File: src/rtl/multicycle_control_unit_pkg.sv
// Shared types and encodings for the multicycle RV32I control unit:
// FSM state enum, opcode constants and datapath mux-select codes.
package multicycle_pkg;

  typedef enum logic [3:0] {
    IDLE     = 4'd0,
    FETCH    = 4'd1,
    DECODE   = 4'd2,
    MEMADR   = 4'd3,
    MEMREAD  = 4'd4,
    MEMWB    = 4'd5,
    MEMWRITE = 4'd6,
    EXECR    = 4'd7,
    EXECI    = 4'd8,
    JAL      = 4'd9,
    ALUWB    = 4'd10,
    BEQ      = 4'd11,
    TRAP     = 4'd12
  } state_t;

  localparam logic [6:0] OP_LOAD  = 7'b0000011;
  localparam logic [6:0] OP_STORE = 7'b0100011;
  localparam logic [6:0] OP_RTYPE = 7'b0110011;
  localparam logic [6:0] OP_ITYPE = 7'b0010011;
  localparam logic [6:0] OP_JAL   = 7'b1101111;
  localparam logic [6:0] OP_BEQ   = 7'b1100011;

  localparam logic [1:0] RES_ALUOUT  = 2'b00;
  localparam logic [1:0] RES_MEMDATA = 2'b01;
  localparam logic [1:0] RES_ALURES  = 2'b10;

  localparam logic [1:0] SRCA_PC    = 2'b00;
  localparam logic [1:0] SRCA_OLDPC = 2'b01;
  localparam logic [1:0] SRCA_RD1   = 2'b10;

  localparam logic [1:0] SRCB_RD2  = 2'b00;
  localparam logic [1:0] SRCB_IMM  = 2'b01;
  localparam logic [1:0] SRCB_FOUR = 2'b10;

  localparam logic [1:0] ALUOP_ADD   = 2'b00;
  localparam logic [1:0] ALUOP_SUB   = 2'b01;
  localparam logic [1:0] ALUOP_FUNCT = 2'b10;

  // Any opcode outside the supported subset lands in TRAP.
  function automatic state_t decode_next(input logic [6:0] op);
    case (op)
      OP_LOAD, OP_STORE: decode_next = MEMADR;
      OP_RTYPE:          decode_next = EXECR;
      OP_ITYPE:          decode_next = EXECI;
      OP_JAL:            decode_next = JAL;
      OP_BEQ:            decode_next = BEQ;
      default:           decode_next = TRAP;
    endcase
  endfunction

endpackage

File: src/rtl/multicycle_control_unit_if.sv
// Control-unit <-> datapath/memory bundle. The master side is the control
// unit; the slave side is the datapath plus memory it steers.
interface multicycle_control_unit_if;
  logic [6:0] opcode;
  logic       zero;
  logic       mem_ready;
  logic       mem_req;
  logic       memwrite;
  logic       adrsrc;
  logic       irwrite;
  logic       pcwrite;
  logic       regwrite;
  logic [1:0] resultsrc;
  logic [1:0] alusrca;
  logic [1:0] alusrcb;
  logic [1:0] aluop;
  logic       retire;
  logic       trap;
  logic       trap_cause;
  logic [3:0] state_dbg;

  modport master (
    input  opcode, zero, mem_ready,
    output mem_req, memwrite, adrsrc, irwrite, pcwrite, regwrite,
           resultsrc, alusrca, alusrcb, aluop, retire, trap, trap_cause,
           state_dbg
  );

  modport slave (
    output opcode, zero, mem_ready,
    input  mem_req, memwrite, adrsrc, irwrite, pcwrite, regwrite,
           resultsrc, alusrca, alusrcb, aluop, retire, trap, trap_cause,
           state_dbg
  );
endinterface

File: src/rtl/multicycle_control_unit_timer.sv
// Memory wait timer: counts cycles a request waits for mem_ready and flags
// the cycle in which the count would reach TIMEOUT_CYCLES.
module mem_wait_timer #(
  parameter int TIMEOUT_CYCLES = 255
) (
  input  logic clk,
  input  logic rst,
  input  logic i_clr,
  input  logic i_inc,
  output logic o_expired
);

  localparam int CNT_W = $clog2(TIMEOUT_CYCLES + 1);
  localparam logic [CNT_W-1:0] LIMIT    = CNT_W'(TIMEOUT_CYCLES);
  localparam logic [CNT_W-1:0] LIMIT_M1 = CNT_W'(TIMEOUT_CYCLES - 1);

  logic [CNT_W-1:0] r_count;

  always_ff @(posedge clk or posedge rst) begin
    if (rst) begin
      r_count <= '0;
    end else if (i_clr) begin
      r_count <= '0;
    end else if (i_inc && (r_count != LIMIT)) begin
      r_count <= r_count + CNT_W'(1);
    end
  end

  // Expiry is the waiting cycle whose increment reaches the limit, so a
  // same-cycle mem_ready (which suppresses i_inc) always wins.
  assign o_expired = i_inc && (r_count == LIMIT_M1);

endmodule

File: src/rtl/multicycle_control_unit.sv
// Main sequencing FSM of the multicycle RV32I core: steers PC, IR, shared
// memory, register file and ALU; traps on illegal opcodes and bus timeouts.
module multicycle_control_unit
  import multicycle_pkg::*;
#(
  parameter int TIMEOUT_CYCLES = 255
) (
  input  logic                          clk,
  input  logic                          rst,
  multicycle_control_unit_if.master     bus
);

  state_t     r_state;
  state_t     w_state_n;
  logic       r_trap;
  logic       r_trap_cause;
  logic       w_trap_cause_n;

  logic       w_mem_req;
  logic       w_memwrite;
  logic       w_adrsrc;
  logic       w_irwrite;
  logic       w_pcwrite;
  logic       w_regwrite;
  logic [1:0] w_resultsrc;
  logic [1:0] w_alusrca;
  logic [1:0] w_alusrcb;
  logic [1:0] w_aluop;
  logic       w_retire;

  logic       w_timer_clr;
  logic       w_timer_inc;
  logic       w_expired;

  assign w_mem_req   = (r_state == FETCH) || (r_state == MEMREAD) ||
                       (r_state == MEMWRITE);
  assign w_timer_inc = w_mem_req && !bus.mem_ready;
  assign w_timer_clr = bus.mem_ready ||
                       ((w_state_n != r_state) &&
                        ((w_state_n == FETCH) || (w_state_n == MEMREAD) ||
                         (w_state_n == MEMWRITE)));

  mem_wait_timer #(
    .TIMEOUT_CYCLES (TIMEOUT_CYCLES)
  ) u_timer (
    .clk       (clk),
    .rst       (rst),
    .i_clr     (w_timer_clr),
    .i_inc     (w_timer_inc),
    .o_expired (w_expired)
  );

  always_ff @(posedge clk or posedge rst) begin
    if (rst) begin
      r_state <= IDLE;
    end else begin
      r_state <= w_state_n;
    end
  end

  // Trap flag and cause are latched only on the transition into TRAP.
  always_ff @(posedge clk or posedge rst) begin
    if (rst) begin
      r_trap       <= 1'b0;
      r_trap_cause <= 1'b0;
    end else if ((w_state_n == TRAP) && (r_state != TRAP)) begin
      r_trap       <= 1'b1;
      r_trap_cause <= w_trap_cause_n;
    end
  end

  always_comb begin
    w_state_n      = r_state;
    w_trap_cause_n = 1'b0;
    w_memwrite     = 1'b0;
    w_adrsrc       = 1'b0;
    w_irwrite      = 1'b0;
    w_pcwrite      = 1'b0;
    w_regwrite     = 1'b0;
    w_resultsrc    = RES_ALUOUT;
    w_alusrca      = SRCA_PC;
    w_alusrcb      = SRCB_RD2;
    w_aluop        = ALUOP_ADD;
    w_retire       = 1'b0;

    case (r_state)
      IDLE: w_state_n = FETCH;

      FETCH: begin
        w_alusrca   = SRCA_PC;
        w_alusrcb   = SRCB_FOUR;
        w_aluop     = ALUOP_ADD;
        w_resultsrc = RES_ALURES;
        if (bus.mem_ready) begin
          w_irwrite = 1'b1;
          w_pcwrite = 1'b1;
          w_state_n = DECODE;
        end else if (w_expired) begin
          w_state_n      = TRAP;
          w_trap_cause_n = 1'b1;
        end
      end

      DECODE: begin
        w_alusrca = SRCA_OLDPC;
        w_alusrcb = SRCB_IMM;
        w_aluop   = ALUOP_ADD;
        w_state_n = decode_next(bus.opcode);
      end

      MEMADR: begin
        w_alusrca = SRCA_RD1;
        w_alusrcb = SRCB_IMM;
        w_aluop   = ALUOP_ADD;
        w_state_n = bus.opcode[5] ? MEMWRITE : MEMREAD;
      end

      MEMREAD: begin
        w_adrsrc    = 1'b1;
        w_resultsrc = RES_ALUOUT;
        if (bus.mem_ready) begin
          w_state_n = MEMWB;
        end else if (w_expired) begin
          w_state_n      = TRAP;
          w_trap_cause_n = 1'b1;
        end
      end

      MEMWB: begin
        w_resultsrc = RES_MEMDATA;
        w_regwrite  = 1'b1;
        w_retire    = 1'b1;
        w_state_n   = FETCH;
      end

      MEMWRITE: begin
        w_memwrite  = 1'b1;
        w_adrsrc    = 1'b1;
        w_resultsrc = RES_ALUOUT;
        if (bus.mem_ready) begin
          w_retire  = 1'b1;
          w_state_n = FETCH;
        end else if (w_expired) begin
          w_state_n      = TRAP;
          w_trap_cause_n = 1'b1;
        end
      end

      EXECR: begin
        w_alusrca = SRCA_RD1;
        w_alusrcb = SRCB_RD2;
        w_aluop   = ALUOP_FUNCT;
        w_state_n = ALUWB;
      end

      EXECI: begin
        w_alusrca = SRCA_RD1;
        w_alusrcb = SRCB_IMM;
        w_aluop   = ALUOP_FUNCT;
        w_state_n = ALUWB;
      end

      JAL: begin
        w_alusrca   = SRCA_OLDPC;
        w_alusrcb   = SRCB_FOUR;
        w_aluop     = ALUOP_ADD;
        w_resultsrc = RES_ALUOUT;
        w_pcwrite   = 1'b1;
        w_state_n   = ALUWB;
      end

      ALUWB: begin
        w_resultsrc = RES_ALUOUT;
        w_regwrite  = 1'b1;
        w_retire    = 1'b1;
        w_state_n   = FETCH;
      end

      BEQ: begin
        w_alusrca   = SRCA_RD1;
        w_alusrcb   = SRCB_RD2;
        w_aluop     = ALUOP_SUB;
        w_resultsrc = RES_ALUOUT;
        w_pcwrite   = bus.zero;
        w_retire    = 1'b1;
        w_state_n   = FETCH;
      end

      TRAP: w_state_n = TRAP;

      default: w_state_n = IDLE;
    endcase
  end

  assign bus.mem_req    = w_mem_req;
  assign bus.memwrite   = w_memwrite;
  assign bus.adrsrc     = w_adrsrc;
  assign bus.irwrite    = w_irwrite;
  assign bus.pcwrite    = w_pcwrite;
  assign bus.regwrite   = w_regwrite;
  assign bus.resultsrc  = w_resultsrc;
  assign bus.alusrca    = w_alusrca;
  assign bus.alusrcb    = w_alusrcb;
  assign bus.aluop      = w_aluop;
  assign bus.retire     = w_retire;
  assign bus.trap       = r_trap;
  assign bus.trap_cause = r_trap_cause;
  assign bus.state_dbg  = r_state;

endmodule

File: src/flat_wrapper.sv
// flat-port wrapper written by rule: the top's interface ports become plain ports
module multicycle_control_unit_flat import multicycle_pkg::*;
#(
  parameter int TIMEOUT_CYCLES = 255
)
  (clk, rst, bus_opcode, bus_zero, bus_mem_ready, bus_mem_req, bus_memwrite, bus_adrsrc, bus_irwrite, bus_pcwrite, bus_regwrite, bus_resultsrc, bus_alusrca, bus_alusrcb, bus_aluop, bus_retire, bus_trap, bus_trap_cause, bus_state_dbg);
  multicycle_control_unit_if bus_i ();
  input  logic clk;
  input  logic rst;
  input wire logic [$bits(bus_i.opcode)-1:0] bus_opcode;
  input wire logic [$bits(bus_i.zero)-1:0] bus_zero;
  input wire logic [$bits(bus_i.mem_ready)-1:0] bus_mem_ready;
  output wire logic [$bits(bus_i.mem_req)-1:0] bus_mem_req;
  output wire logic [$bits(bus_i.memwrite)-1:0] bus_memwrite;
  output wire logic [$bits(bus_i.adrsrc)-1:0] bus_adrsrc;
  output wire logic [$bits(bus_i.irwrite)-1:0] bus_irwrite;
  output wire logic [$bits(bus_i.pcwrite)-1:0] bus_pcwrite;
  output wire logic [$bits(bus_i.regwrite)-1:0] bus_regwrite;
  output wire logic [$bits(bus_i.resultsrc)-1:0] bus_resultsrc;
  output wire logic [$bits(bus_i.alusrca)-1:0] bus_alusrca;
  output wire logic [$bits(bus_i.alusrcb)-1:0] bus_alusrcb;
  output wire logic [$bits(bus_i.aluop)-1:0] bus_aluop;
  output wire logic [$bits(bus_i.retire)-1:0] bus_retire;
  output wire logic [$bits(bus_i.trap)-1:0] bus_trap;
  output wire logic [$bits(bus_i.trap_cause)-1:0] bus_trap_cause;
  output wire logic [$bits(bus_i.state_dbg)-1:0] bus_state_dbg;
  assign bus_i.opcode = bus_opcode;
  assign bus_i.zero = bus_zero;
  assign bus_i.mem_ready = bus_mem_ready;
  assign bus_mem_req = bus_i.mem_req;
  assign bus_memwrite = bus_i.memwrite;
  assign bus_adrsrc = bus_i.adrsrc;
  assign bus_irwrite = bus_i.irwrite;
  assign bus_pcwrite = bus_i.pcwrite;
  assign bus_regwrite = bus_i.regwrite;
  assign bus_resultsrc = bus_i.resultsrc;
  assign bus_alusrca = bus_i.alusrca;
  assign bus_alusrcb = bus_i.alusrcb;
  assign bus_aluop = bus_i.aluop;
  assign bus_retire = bus_i.retire;
  assign bus_trap = bus_i.trap;
  assign bus_trap_cause = bus_i.trap_cause;
  assign bus_state_dbg = bus_i.state_dbg;
  multicycle_control_unit #(.TIMEOUT_CYCLES(TIMEOUT_CYCLES)) u_core (.clk(clk), .rst(rst), .bus(bus_i));
endmodule
File: config.mk
export PLATFORM = sky130hd
export DESIGN_NAME = multicycle_control_unit_flat
export DESIGN_NICKNAME = d
export VERILOG_FILES = /design/src/rtl/multicycle_control_unit_pkg.sv /design/src/rtl/multicycle_control_unit_if.sv /design/src/rtl/multicycle_control_unit_timer.sv /design/src/rtl/multicycle_control_unit.sv /design/src/flat_wrapper.sv
export SDC_FILE = /design/constraint.sdc
export NUM_CORES = 1
export LEC_CHECK = 0
export BUFFER_PORTS_ARGS = -buffer_cell sky130_fd_sc_hd__buf_2
export CAP_MARGIN = 10
export CELL_PAD_IN_SITES_DETAIL_PLACEMENT = 0
export CELL_PAD_IN_SITES_GLOBAL_PLACEMENT = 1
export CORE_ASPECT_RATIO = 1.25
export CORE_MARGIN = 4
export CORE_UTILIZATION = 34
export CTS_CLUSTER_SIZE = 14
export DETAILED_ROUTE_END_ITERATION = 8
export MAX_ROUTING_LAYER = met4
export PLACE_DENSITY = 0.75
export SLEW_MARGIN = 30
export SYNTH_ARGS = -nofsm -noshare
export SYNTH_HDL_FRONTEND = slang
export SYNTH_SLANG_ARGS = --single-unit
File: constraint.sdc
create_clock -name clk -period 2 [get_ports clk]
set_input_delay 0.1 -clock clk [delete_from_list [all_inputs] [get_ports clk]]
set_output_delay 0.1 -clock clk [all_outputs]
set_load 0.02 [all_outputs]
Yosys cells after proc, flatten, opt, wreduce, memory -nomap -nowiden:

Cells that the tools add are included.

* bits of input ports: 11
* bits in writable memories: 0
* latch bits: 0
* ROM bits: 0
* bits in registers: 14
* memories: 0
* output and inout port bits: 21

* multiplexer cells: 23
* magnitude comparators: 0
* equality and inequality tests: 26
* $add $sub $neg: 1
* reduce and logical (&&, ||, !) cells: 25
* multipliers: 0
* shift-type cells: 0
* divide/modulo/power cells: 0
* bitwise logic cells: 0

Operators with widths (count)
* $pmux W4 S8: 1
* $eq A4 B3 Y1 const B: 6
* $eq A4 B4 Y1 const B: 6
* $pmux W4 S5: 1
* $mux W4: 4
* $mux W8: 2
* $pmux W2 S2: 4
* $eq A7 B6 Y1 const B: 2
* $eq A7 B7 Y1 const B: 2
* $reduce_or A2 Y1: 6
* $reduce_or A3 Y1: 4
* $add A8 B1 Y8 const B: 1
* $eq A4 B1 Y1 const B: 2
* $eq A4 B2 Y1 const B: 2
* $eq A8 B8 Y1 const B: 1
* $mux W1: 8
* $ne A8 B8 Y1 const B: 1
* $reduce_or A4 Y1: 2
* $eq A7 B2 Y1 const B: 1
* $eq A7 B5 Y1 const B: 1
* $logic_and A1 B1 Y1: 5
* $logic_or A1 B1 Y1: 5
* $logic_not A4 Y1: 1
* $ne A4 B4 Y1: 1
* 6 further kinds: 6

Depth between registers and ports, before layout:

Gate-level depths: netlist of run 1.

* word-level depth: 14
* mapped depth: 10

Modules after synthesis:

Synthesis of run 1 repeated with hierarchy kept, for this count alone.

* cell total of the unflattened synthesis: 161
* area, all modules: 1242.4 sq um

Modules (own cells, without submodules)
* multicycle_control_unit: sequential area each 150.1 sq um, times used 1, cells an instance 111, area an instance 799.5 sq um
* mem_wait_timer: sequential area each 200.2 sq um, times used 1, cells an instance 50, area an instance 442.9 sq um

Least setup slack after synthesis of run 1:

No wires, ideal clock.

* kind: reg-to-reg
* start: register u_core.r_state[0] (netlist: u_core.bus.state_dbg[0])
* end: register u_core.u_timer.r_count[1]
* arrival time: 2392 ps
* clock period less this slack: 2480 ps
* stages on the path, launching flop included: 9
* setup time: 88 ps
* required time: 1912 ps
* path slack: -480 ps
* cells stage by stage: dfrtp_1 > buf_2 > nor3b_2 > o21ai_2 > nor3_1 > nor4_1 > and4_4 > o32a_4 > a211oi_2

* cells in the longest elaborated chain, start to end: 14

RTL lines
* start, declared: RTL line multicycle_control_unit.sv:13 `state_t r_state;`
* start signal, assigned: RTL line multicycle_control_unit.sv:57 `r_state <= w_state_n;`
* $eq A4 B1 Y1 / $eq A4 B3 Y1 (equally long branches): RTL line multicycle_control_unit.sv:35, multicycle_control_unit.sv:86
* $logic_or A1 B1 Y1 (2 in series): RTL line multicycle_control_unit.sv:35 `assign w_mem_req = (r_state == FETCH) || (r_state == MEMREAD) ||`
* $logic_and A1 B1 Y1: RTL line multicycle_control_unit.sv:37 `assign w_timer_inc = w_mem_req && !bus.mem_ready;`
* $logic_and A1 B1 Y1: RTL line multicycle_control_unit_timer.sv:31 `assign o_expired = i_inc && (r_count == LIMIT_M1);`
* $mux W4: RTL line multicycle_control_unit.sv:98, multicycle_control_unit.sv:123, multicycle_control_unit.sv:143
* $mux W4 (on tied branches): RTL line multicycle_control_unit.sv:140, multicycle_control_unit.sv:94, multicycle_control_unit.sv:121
* $pmux W4 S8: RTL line multicycle_control_unit.sv:86 `case (r_state)`
* $eq A4 B1 Y1 / $eq A4 B3 Y1 (equally long branches): RTL line multicycle_control_unit.sv:40 `((w_state_n == FETCH) || (w_state_n == MEMREAD) ||`
* $logic_or A1 B1 Y1 (2 in series): RTL line multicycle_control_unit.sv:40
* $logic_and A1 B1 Y1: RTL line multicycle_control_unit.sv:39 `((w_state_n != r_state) &&`
* $logic_or A1 B1 Y1: RTL line multicycle_control_unit.sv:38 `assign w_timer_clr = bus.mem_ready ||`
* $mux W8 / $reduce_bool A2 Y1 (equally long branches)
* end signal, assigned: RTL line multicycle_control_unit_timer.sv:25 `r_count <= r_count + CNT_W'(1);`
* end, declared: RTL line multicycle_control_unit_timer.sv:17 `logic [CNT_W-1:0] r_count;`

Parallel ways exist; a longest one is shown, timed or not.
A chain may end at the register's enable or synchronous reset.

Worst setup path after layout of run 1:

* start: register u_core.r_state[3] (netlist: u_core.bus.state_dbg[3])
* end: register u_core.u_timer.r_count[7]

The elaborated chain is that of the path after synthesis.

==> flow_metrics.tcl, run 1 <==
set metrics [dict create \
    io_pins 32 \
    drive_gt1_frac 0.442 \
    areaGrowthSynthToFinish_pct 50.3 \
    h-tree-depth 1 \
    hold_path_class "in -> reg" \
    fin_crit_sh 1.09 \
    worst-path-max-fanout 8 \
    yosysWarnings 0 \
    synth_area_per_cell_um2 7.83 \
    place.gp.congestion 0.914 \
    startpoint_type "register" \
    max_stage_delay_ns 0.57 \
    dp_hpwl_mm 3.18 \
    ys_seq_area_frac 0.285 \
    final.setup.tns_ns -1.18 \
    syn_nets 170 \
    postLayoutSetupSlackWorst_ns -0.176 \
    timing.rr.start "u_core.bus.state_dbg[3]" \
    vias 1447 \
    synthAdderAreaFrac 0.0285 \
    die_h_um 75.2 \
    netlist_area_um2 1230 \
    violations "negative setup slack" \
    final_common_cell "buf_4" \
    overflow 0 \
    cts_tree "built" \
    worstPathRequired_ns 2.17 \
    powerDensity_nw_per_um2 1580 \
    ant_nets 0 \
    crit_family "simple AND/OR/NAND/NOR gates" \
    fin_nets 239 \
    synthFlopType "dfrtp_1" \
    grt_use_total 0.200 \
    routed_wl_mm 4.14 \
    synth_xor_xnor_area_share 0.0498 \
    clk_pin_slew_ns 0.06 \
    final_hold_viol_count 0 \
    synth_edf_count 0 \
    viasPerCell 5.50 \
    power.leakage_nw 0.879 \
    async_reset_ff_frac 1.00 \
    status "finished, violations left" \
    critPathBufInv 0 \
    crit_type "reg -> reg" \
    min_from "bus_opcode[4]" \
    finClkSkew_ns 0.00896 \
    clock-root-buffer "clkbuf_8" \
    synth-simple-area-share 0.314 \
    num_rows 24 \
    grt_max_degree 15 \
    final_max_slew_viol_count 0 \
    n_antenna_cell 0 \
    fmax_ghz 0.459 \
    drc_errors 0 \
    start_util 0.353 \
    synth_cell_types 51 \
    critPathLaunch "u_core.bus.state_dbg[3]" \
    slew_headroom 0.621 \
    die_w_um 61.8 \
    core_um2 3480 \
    most-common-layout-cells "38 x buf_4, 31 x buf_2, 18 x nor2_1" \
    cts_sinks 14 \
    cts_buffers 3 \
    synthMuxAreaShare 0.00814 \
    arrival_ns 2.34 \
    first_global_vias 1458 \
    fin_crit_ns 2.18 \
    end_kind "register" \
    cap_violations 0 \
    regToRegSetupSlack_ns -0.18 \
    die_area_um2 4650 \
    port_buffers 31 \
    synth-seq-cells 14 \
    wire_per_inst_um 15.7 \
    fillers 337 \
    setup_viol 9 \
    synth_top_family_by_area "simple AND/OR/NAND/NOR gates" \
    cp_slowest_cell "or4b_4" \
    first_pass_iters 4 \
    ir_drop_mv 1.04 \
    cts.path.max_buffers 2 \
    grt_pass1_wl_mm 6.69 \
    drt_iter0_drc 106 \
    synth_compound_area_frac 0.244 \
    worst_slew_pin_slew_ns 0.569 \
    final_util 0.531 \
    reg2regPathDepth 6 \
    hold_path_end "u_core.bus.trap" \
    clk_latency_ns 0.25 \
    timing.rr.end "u_core.u_timer.r_count[7]" \
    whs_path_depth 3 \
    grt_antenna_before_repair 0 \
    rsz0062_at_grt "true" \
    synth_cells 157 \
    crit_chain "or4b_4 > o31a_1 > and2_4 > and4_4 > o32a_4 > a211oi_2" \
]
## layout make-up
cell class	count	area, um2	share of cell area
multi-input combinational	123	886	0.479
timing repair buffer	72	473	0.256
inverter	12	45.0	0.0244
sequential	14	354	0.192
tap	39	48.8	0.0264
clock buffer	3	41.3	0.0223
## where the power goes
part	switching, mW	leakage, nW	internal (mW)	total (mW)
combinational	1.25	0.678	1.03	2.28
sequential	0.0652	0.180	0.349	0.414
clock	0.104	0.0216	0.133	0.237
## metrics by stage
step / setup slack, ns / std cells / power, mW / hold slack, ns / instance area, um2
floorplan: -0.217 / 157 / 1.67 / -0.0109 / 1260
global placement: -0.0899 / 255 / 2.43 / 0.169 / 1690
detailed placement: -0.138 / 255 / 2.47 / 0.179 / 1690
CTS: -0.138 / 261 / 2.79 / 0.436 / 1770
global route: -0.231 / 263 / 3.15 / 0.463 / 1850
finish: -0.176 / 263 / 2.93 / 0.425 / 1850
## logic make-up after synthesis
| logic type | Yosys count |
|---|---|
| compound gates | 40 |
| flops | 14 |
| mux | 1 |
| xor+xnor | 7 |
| buf+inv | 20 |
| simple gates | 72 |
| fa+ha+maj | 3 |
## how the worst max path moves through the flow
stage                                      to  depth (start not counted)  slack [ns]
floorplan           u_core.u_timer.r_count[1]                          7       -0.22
global placement    u_core.u_timer.r_count[7]                          6       -0.09
detailed placement  u_core.u_timer.r_count[7]                          7       -0.14
CTS                 u_core.u_timer.r_count[7]                          7       -0.14
global route        u_core.u_timer.r_count[7]                          8       -0.23
finish              u_core.u_timer.r_count[7]                          6       -0.18
## worst register-to-register path, delay by kind of cell (launching register included)
family,cells,cell delay [ns]
compound gates,3,0.80
simple gates,3,0.88
flops,1,0.43
## cell usage after synthesis (2+ instances only)
cell type  count  area share
o22ai_1        2       0.010
nand4_1        7       0.036
dfrtp_1       14        0.28
o32ai_1        2       0.014
o31ai_1        2       0.012
buf_2          3       0.012
a21oi_1       10       0.041
nor3b_1        2       0.012
o21ai_0        4       0.016
nand3_1        2      0.0081
inv_1         12       0.037
and2_1         2       0.010
nor2b_1        6       0.031
clkbuf_1       3      0.0092
xor2_1         6       0.043
and3_1         2       0.010
nor3_1         7       0.028
nor2_1        22       0.067
a211oi_2       2       0.020
ha_1           2       0.020
nand2_1       11       0.034
a211oi_1       3       0.018
o211ai_1       2       0.012
o21a_1         2       0.012
## flip-flops by register name, summed over array words and instances (netlist names)
name,flops
u_core.bus.state_dbg,4
u_core.u_timer.r_count,8
u_core.bus.trap,1
u_core.bus.trap_cause,1
## metal layers
| layer | up-vias | track usage | routed length, um |
|---|---|---|---|
| met5 | - | - | 0 |
| met4 | 0 | 0.0967 | 84 |
| met3 | 8 | 0.0240 | 155 |
| met2 | 39 | 0.348 | 2310 |
| met1 | 696 | 0.219 | 1590 |
| li1 | 704 | - | - |
## timing repair
action                     CTS  global route
setup endpoints to repair    8            10
setup buffers                2             2
hold endpoints to repair    14             0
pin swaps                    4             2
gates resized for setup      4            14
hold buffers                 1             0
Power figures use the tool's default switching activity.
==> run 2, diff against run 1 <==
Settings changed: MAX_ROUTING_LAYER met4 to not set.
==> run 2 against run 1 <==
  * The flow still finishes with violations (negative setup slack)
  * Register-to-register slack hardly changed
  * Setup slack worse by 0.0015 ns
  * Worst hold slack better by 0.0015 ns
  * Clock power is 3% lower
  * Sequential power is 2% higher
  * Largest cell class unchanged
  * Largest power group unchanged
==> flow_metrics.tcl, run 2 (synthesis gave the netlist of run 1 again) <==
set metrics [dict create \
    top_register "u_core.u_timer.r_count" \
    die_h_um 75.2 \
    final_hold_viol_count 0 \
    cap_violations 0 \
    die_area_um2 4650 \
    met1_usage 0.192 \
    vias 1496 \
    power.leakage_nw 0.918 \
    core_um2 3480 \
    rsz0062_at_grt "true" \
    most-common-layout-cells "39 x buf_4, 32 x buf_2, 20 x nor2_1" \
    final_common_cell "buf_4" \
    crit_family "simple AND/OR/NAND/NOR gates" \
    final_max_slew_viol_count 0 \
    n_antenna_cell 0 \
    final_util 0.544 \
    clk_latency_ns 0.24 \
    clock-root-buffer "clkbuf_8" \
    ant_nets 0 \
    die_w_um 61.8 \
    start_util 0.353 \
    dp_hpwl_mm 3.21 \
    cts_buffers 3 \
    place.gp.congestion 0.913 \
    top_usage_layer "met2" \
    num_rows 24 \
    finClkSkew_ns 0.00445 \
    worstPathRequired_ns 2.16 \
    ir_drop_mv 1.07 \
    fin_crit_sh 1.09 \
    cts_tree "built" \
    postLayoutSetupSlackWorst_ns -0.178 \
    port_buffers 31 \
    grt_use_total 0.182 \
    arrival_ns 2.34 \
    startpoint_type "register" \
    cp_slowest_cell "or4b_4" \
    hold_path_class "in -> reg" \
    overflow 0 \
    setup_viol 10 \
    viasPerCell 5.60 \
    slew_headroom 0.618 \
    io_pins 32 \
    largest_register_ffs 8 \
    crit_type "reg -> reg" \
    fmax_ghz 0.459 \
    fin_crit_ns 2.18 \
    totalPowerFinal_mw 3.02 \
    cts.path.max_buffers 2 \
    grt_max_degree 15 \
    met2_usage 0.342 \
    h-tree-depth 1 \
    use_met3 0.0240 \
    crit_chain "or4b_4 > o31a_1 > and2_4 > and4_4 > o32a_4 > a211oi_2" \
    violations "negative setup slack" \
    areaGrowthSynthToFinish_pct 54.1 \
    end_kind "register" \
    drt_iter0_drc 100 \
    post-place-ws_ns -0.160 \
    clk_pin_slew_ns 0.06 \
    critPathBufInv 0 \
    routed_wl_mm 4.14 \
    first_pass_iters 4 \
    drive_gt1_frac 0.456 \
    status "finished, violations left" \
    grt_pass1_wl_mm 6.41 \
    wire_per_inst_um 15.5 \
    grt_antenna_before_repair 0 \
    max_stage_delay_ns 0.55 \
    worst-path-max-fanout 8 \
    first_global_vias 1475 \
    drc_errors 0 \
    fin_nets 243 \
    cts_sinks 14 \
    worst_slew_pin_slew_ns 0.572 \
    powerDensity_nw_per_um2 1590 \
]
## run 2: area by class of cell
cell class / instances / area (um2)
flip-flops and latches: 14 / 355
multi-input cells: 123 / 897
well taps: 39 / 48.8
repair buffers: 76 / 508
fillers: 322 / 1590
inverters: 12 / 45.0
clock buffers: 3 / 41.3
## run 2: final timing paths
| kind | from | end | slack [ns] | cells past startpoint |
|---|---|---|---|---|
| max | u_core.bus.state_dbg[2] | u_core.u_timer.r_count[1] | -0.18 | 6 |
| min | bus_opcode[4] | u_core.bus.trap | 0.43 | 3 |
| max reg2reg | u_core.bus.state_dbg[2] | u_core.u_timer.r_count[1] | -0.18 | 6 |
| min reg2reg | u_core.bus.trap | u_core.bus.trap | 0.49 | 2 |
| max in group asynchronous | rst | u_core.bus.state_dbg[1] | 1.13 | 3 |
| min in group asynchronous | rst | u_core.u_timer.r_count[1] | 0.45 | 3 |
## run 2: stage by stage
step / setup TNS [ns] / cell area (um2) / instances / hold WS, ns
after floorplan: -1.34 / 1260 / 157 / -0.0109
final: -1.34 / 1900 / 267 / 0.426
after detailed placement: -0.941 / 1690 / 255 / 0.183
after global placement: -0.418 / 1690 / 255 / 0.168
after CTS: -0.978 / 1780 / 261 / 0.440
after global routing: -1.81 / 1900 / 267 / 0.454
## run 2: worst reg2reg max path, stage by stage, from the launching register on
cell and delay, ns:
dfrtp_2 0.44, or4b_4 0.55, o31a_1 0.26, and2_4 0.18, and4_4 0.15, o32a_4 0.36
a211oi_2 0.15
## run 2: per-layer routing
layer	vias up	wire [um]
met5	-	0
met4	0	113
met3	14	146
met2	35	2350
met1	733	1530
li1	714	-
## run 2: power by group
| group | internal [mW] | total, mW | switching (mW) | leakage [nW] |
|---|---|---|---|---|
| combinational | 1.11 | 2.37 | 1.26 | 0.718 |
| clock | 0.133 | 0.231 | 0.0974 | 0.0216 |
| sequential | 0.351 | 0.424 | 0.0731 | 0.179 |
## run 2: timing repair
action / CTS / global route
cloned: 0 / 1
hold buffers: 1 / 0
pin swaps: 3 / 8
endpoints found under the setup margin: 8 / 10
hold endpoints to repair: 14 / 0
gates resized for setup: 7 / 15
buffers inserted: 2 / 6
==> run 3, diff against run 2 <==
Settings changed: CORE_UTILIZATION 34 to 41, PLACE_DENSITY 0.75 to 0.85.
Clock period 2 ns to 2.6 ns, I/O delays scaled along.
==> run 3 against run 2 <==
  * The run now ends clean
  * Setup slack improved by 0.43 ns
  * Flip-flop and latch count is the same
  * Sequential power fell by 18%
  * Combinational power is 47% lower
  * Global-route usage shrank 0.21 points
  * Non-clock buffer count is 37 lower
  * Routed wire length is 19% lower
  * Clock power fell by 33%
  * Critical endpoint unchanged
  * Largest power group unchanged
==> flow_metrics.tcl, run 3 (synthesis gave the netlist of run 1 again) <==
set metrics [dict create \
    dp_hpwl_mm 2.70 \
    final_common_cell "buf_2" \
    post_cts_buffers 0 \
    fin_crit_sh 0.901 \
    worstPathRequired_ns 2.80 \
    io_pins 32 \
    timing.rr.start "u_core.bus.state_dbg[0]" \
    p_int_mw 0.839 \
    first_global_vias 1288 \
    rsz0062_at_grt "false" \
    start_util 0.442 \
    ir_drop_mv 0.583 \
    p_switching_mw 0.910 \
    grt_use_total 0.180 \
    cts_tree "built" \
    power.leakage_nw 0.705 \
    core_um2 2790 \
    whs_path_depth 5 \
    cts_buffers 3 \
    fin_nets 206 \
    wire_per_inst_um 14.8 \
    arrival_ns 2.54 \
    end_kind "register" \
    viasPerCell 5.75 \
    final_max_slew_viol_count 0 \
    grt_antenna_before_repair 0 \
    min_from "bus_opcode[6]" \
    n_antenna_cell 0 \
    fillers 277 \
    overflow 0 \
    final_util 0.537 \
    h-tree-depth 1 \
    hold_ws_ns 0.369 \
    largest_register_ffs 8 \
    place.gp.congestion 0.918 \
    die_w_um 57.0 \
    clk_pin_slew_ns 0.08 \
    first_pass_iters 4 \
    worst-path-max-fanout 10 \
    final.setup.tns_ns 0 \
    clockPowerShare 0.088 \
    hold_path_class "in -> reg" \
    cts.path.max_buffers 2 \
    final_hold_viol_count 0 \
    port_buffers 31 \
    drc_errors 0 \
    ant_nets 0 \
    final-seq-area_um2 350 \
    grt_pass1_wl_mm 5.91 \
    timing.rr.end "u_core.u_timer.r_count[1]" \
    combPwrFrac 0.713 \
    regToRegSetupSlack_ns 0.26 \
    die_h_um 69.2 \
    vias 1299 \
    clk_latency_ns 0.28 \
    num_rows 21 \
    startpoint_type "register" \
    routed_wl_mm 3.36 \
    most-common-layout-cells "31 x buf_2, 22 x nor2_1, 14 x dfrtp_1" \
    powerDensity_nw_per_um2 1170 \
    seqPwrFrac 0.199 \
    grt_max_degree 15 \
    p_sw_frac 0.520 \
    drive_gt1_frac 0.271 \
    areaGrowthSynthToFinish_pct 21.7 \
    slew_headroom 0.639 \
    fin_crit_ns 2.34 \
    fmax_ghz 0.427 \
    crit_type "reg -> reg" \
    worst_slew_pin_slew_ns 0.541 \
    cap_violations 0 \
    cts_sinks 14 \
    clock-root-buffer "clkbuf_4" \
    drt_iter0_drc 43 \
    reg2regPathDepth 9 \
    die_area_um2 3950 \
    multi_input_area_um2 805 \
    status "finished clean" \
    setup_viol 0 \
    finClkSkew_ns 0.00374 \
    top_register "u_core.u_timer.r_count" \
    hold_path_end "u_core.bus.state_dbg[3]" \
]
-- run 3: changes by cell type in the layout (fill, tap and decap cells not counted), moves of 3 or more --
| cell | previous run | this run |
|---|---|---|
| buf_4 | 39 | 7 |
| buf_6 | 4 | 0 |
| dfrtp_1 | 10 | 14 |
| dfrtp_2 | 4 | 0 |
| clkbuf_4 | 0 | 3 |
-- run 3: metal layers --
layer / vias to the layer above / routed length [um] / track usage
met5: - / 0 / 0
met4: 0 / 57 / 0.0670
met1: 614 / 1370 / 0.226
li1: 639 / - / -
met2: 39 / 1720 / 0.305
met3: 7 / 210 / 0.0261
-- run 3: area by class of cell --
cell class | count | area share
Multi-Input combinational cell | 123 | 0.538
Sequential cell | 14 | 0.234
Timing Repair Buffer | 39 | 0.145
Inverter | 12 | 0.0301
Tap cell | 34 | 0.0284
Clock buffer | 4 | 0.0242
-- run 3: worst max path at each step --
| stage | depth (start not counted) | slack [ns] | startpoint | end |
|---|---|---|---|---|
| after CTS | 7 | 0.12 | u_core.bus.state_dbg[2] | u_core.u_timer.r_count[1] |
| after global routing | 9 | 0.12 | u_core.bus.state_dbg[0] | u_core.u_timer.r_count[1] |
| final | 9 | 0.26 | u_core.bus.state_dbg[0] | u_core.u_timer.r_count[1] |
| after floorplan | 8 | 0.12 | u_core.bus.state_dbg[0] | u_core.u_timer.r_count[1] |
| after global placement | 7 | 0.16 | u_core.bus.state_dbg[2] | u_core.u_timer.r_count[7] |
| after detailed placement | 7 | 0.15 | u_core.bus.state_dbg[2] | u_core.u_timer.r_count[1] |
-- run 3: power by group through the flow --
stage               logic (mW)  clock network, mW  registers, mW
finish                    1.25              0.154          0.348
global route              1.37              0.169          0.359
CTS                       1.24              0.160          0.344
detailed placement        1.24                  0          0.349
global placement          1.22                  0          0.343
floorplan                0.900                  0          0.346
-- run 3: per-stage QoR --
step	setup WS (ns)	power, mW	cells	instance area [um2]
after CTS	0.125	1.75	226	1490
final	0.256	1.75	226	1500
after global placement	0.161	1.57	221	1440
after floorplan	0.120	1.25	157	1230
after global routing	0.116	1.90	226	1500
after detailed placement	0.147	1.59	221	1440
-- run 3: worst max-delay path, cell delays in order (launching register included) --
cell	delay (ns)
dfrtp_1	0.46
buf_4	0.20
and2_1	0.18
a211oi_1	0.26
o31a_1	0.18
and2_4	0.17
inv_1	0.05
a221o_1	0.35
o32a_4	0.27
a211oi_2	0.15
-- run 3: repair_timing --
item / 4_1_cts / 5_1_grt
hold buffers: 1 / 0
hold endpoints to repair: 14 / 0
endpoints found under the setup margin: 0 / 8
gates resized for setup: 0 / 2
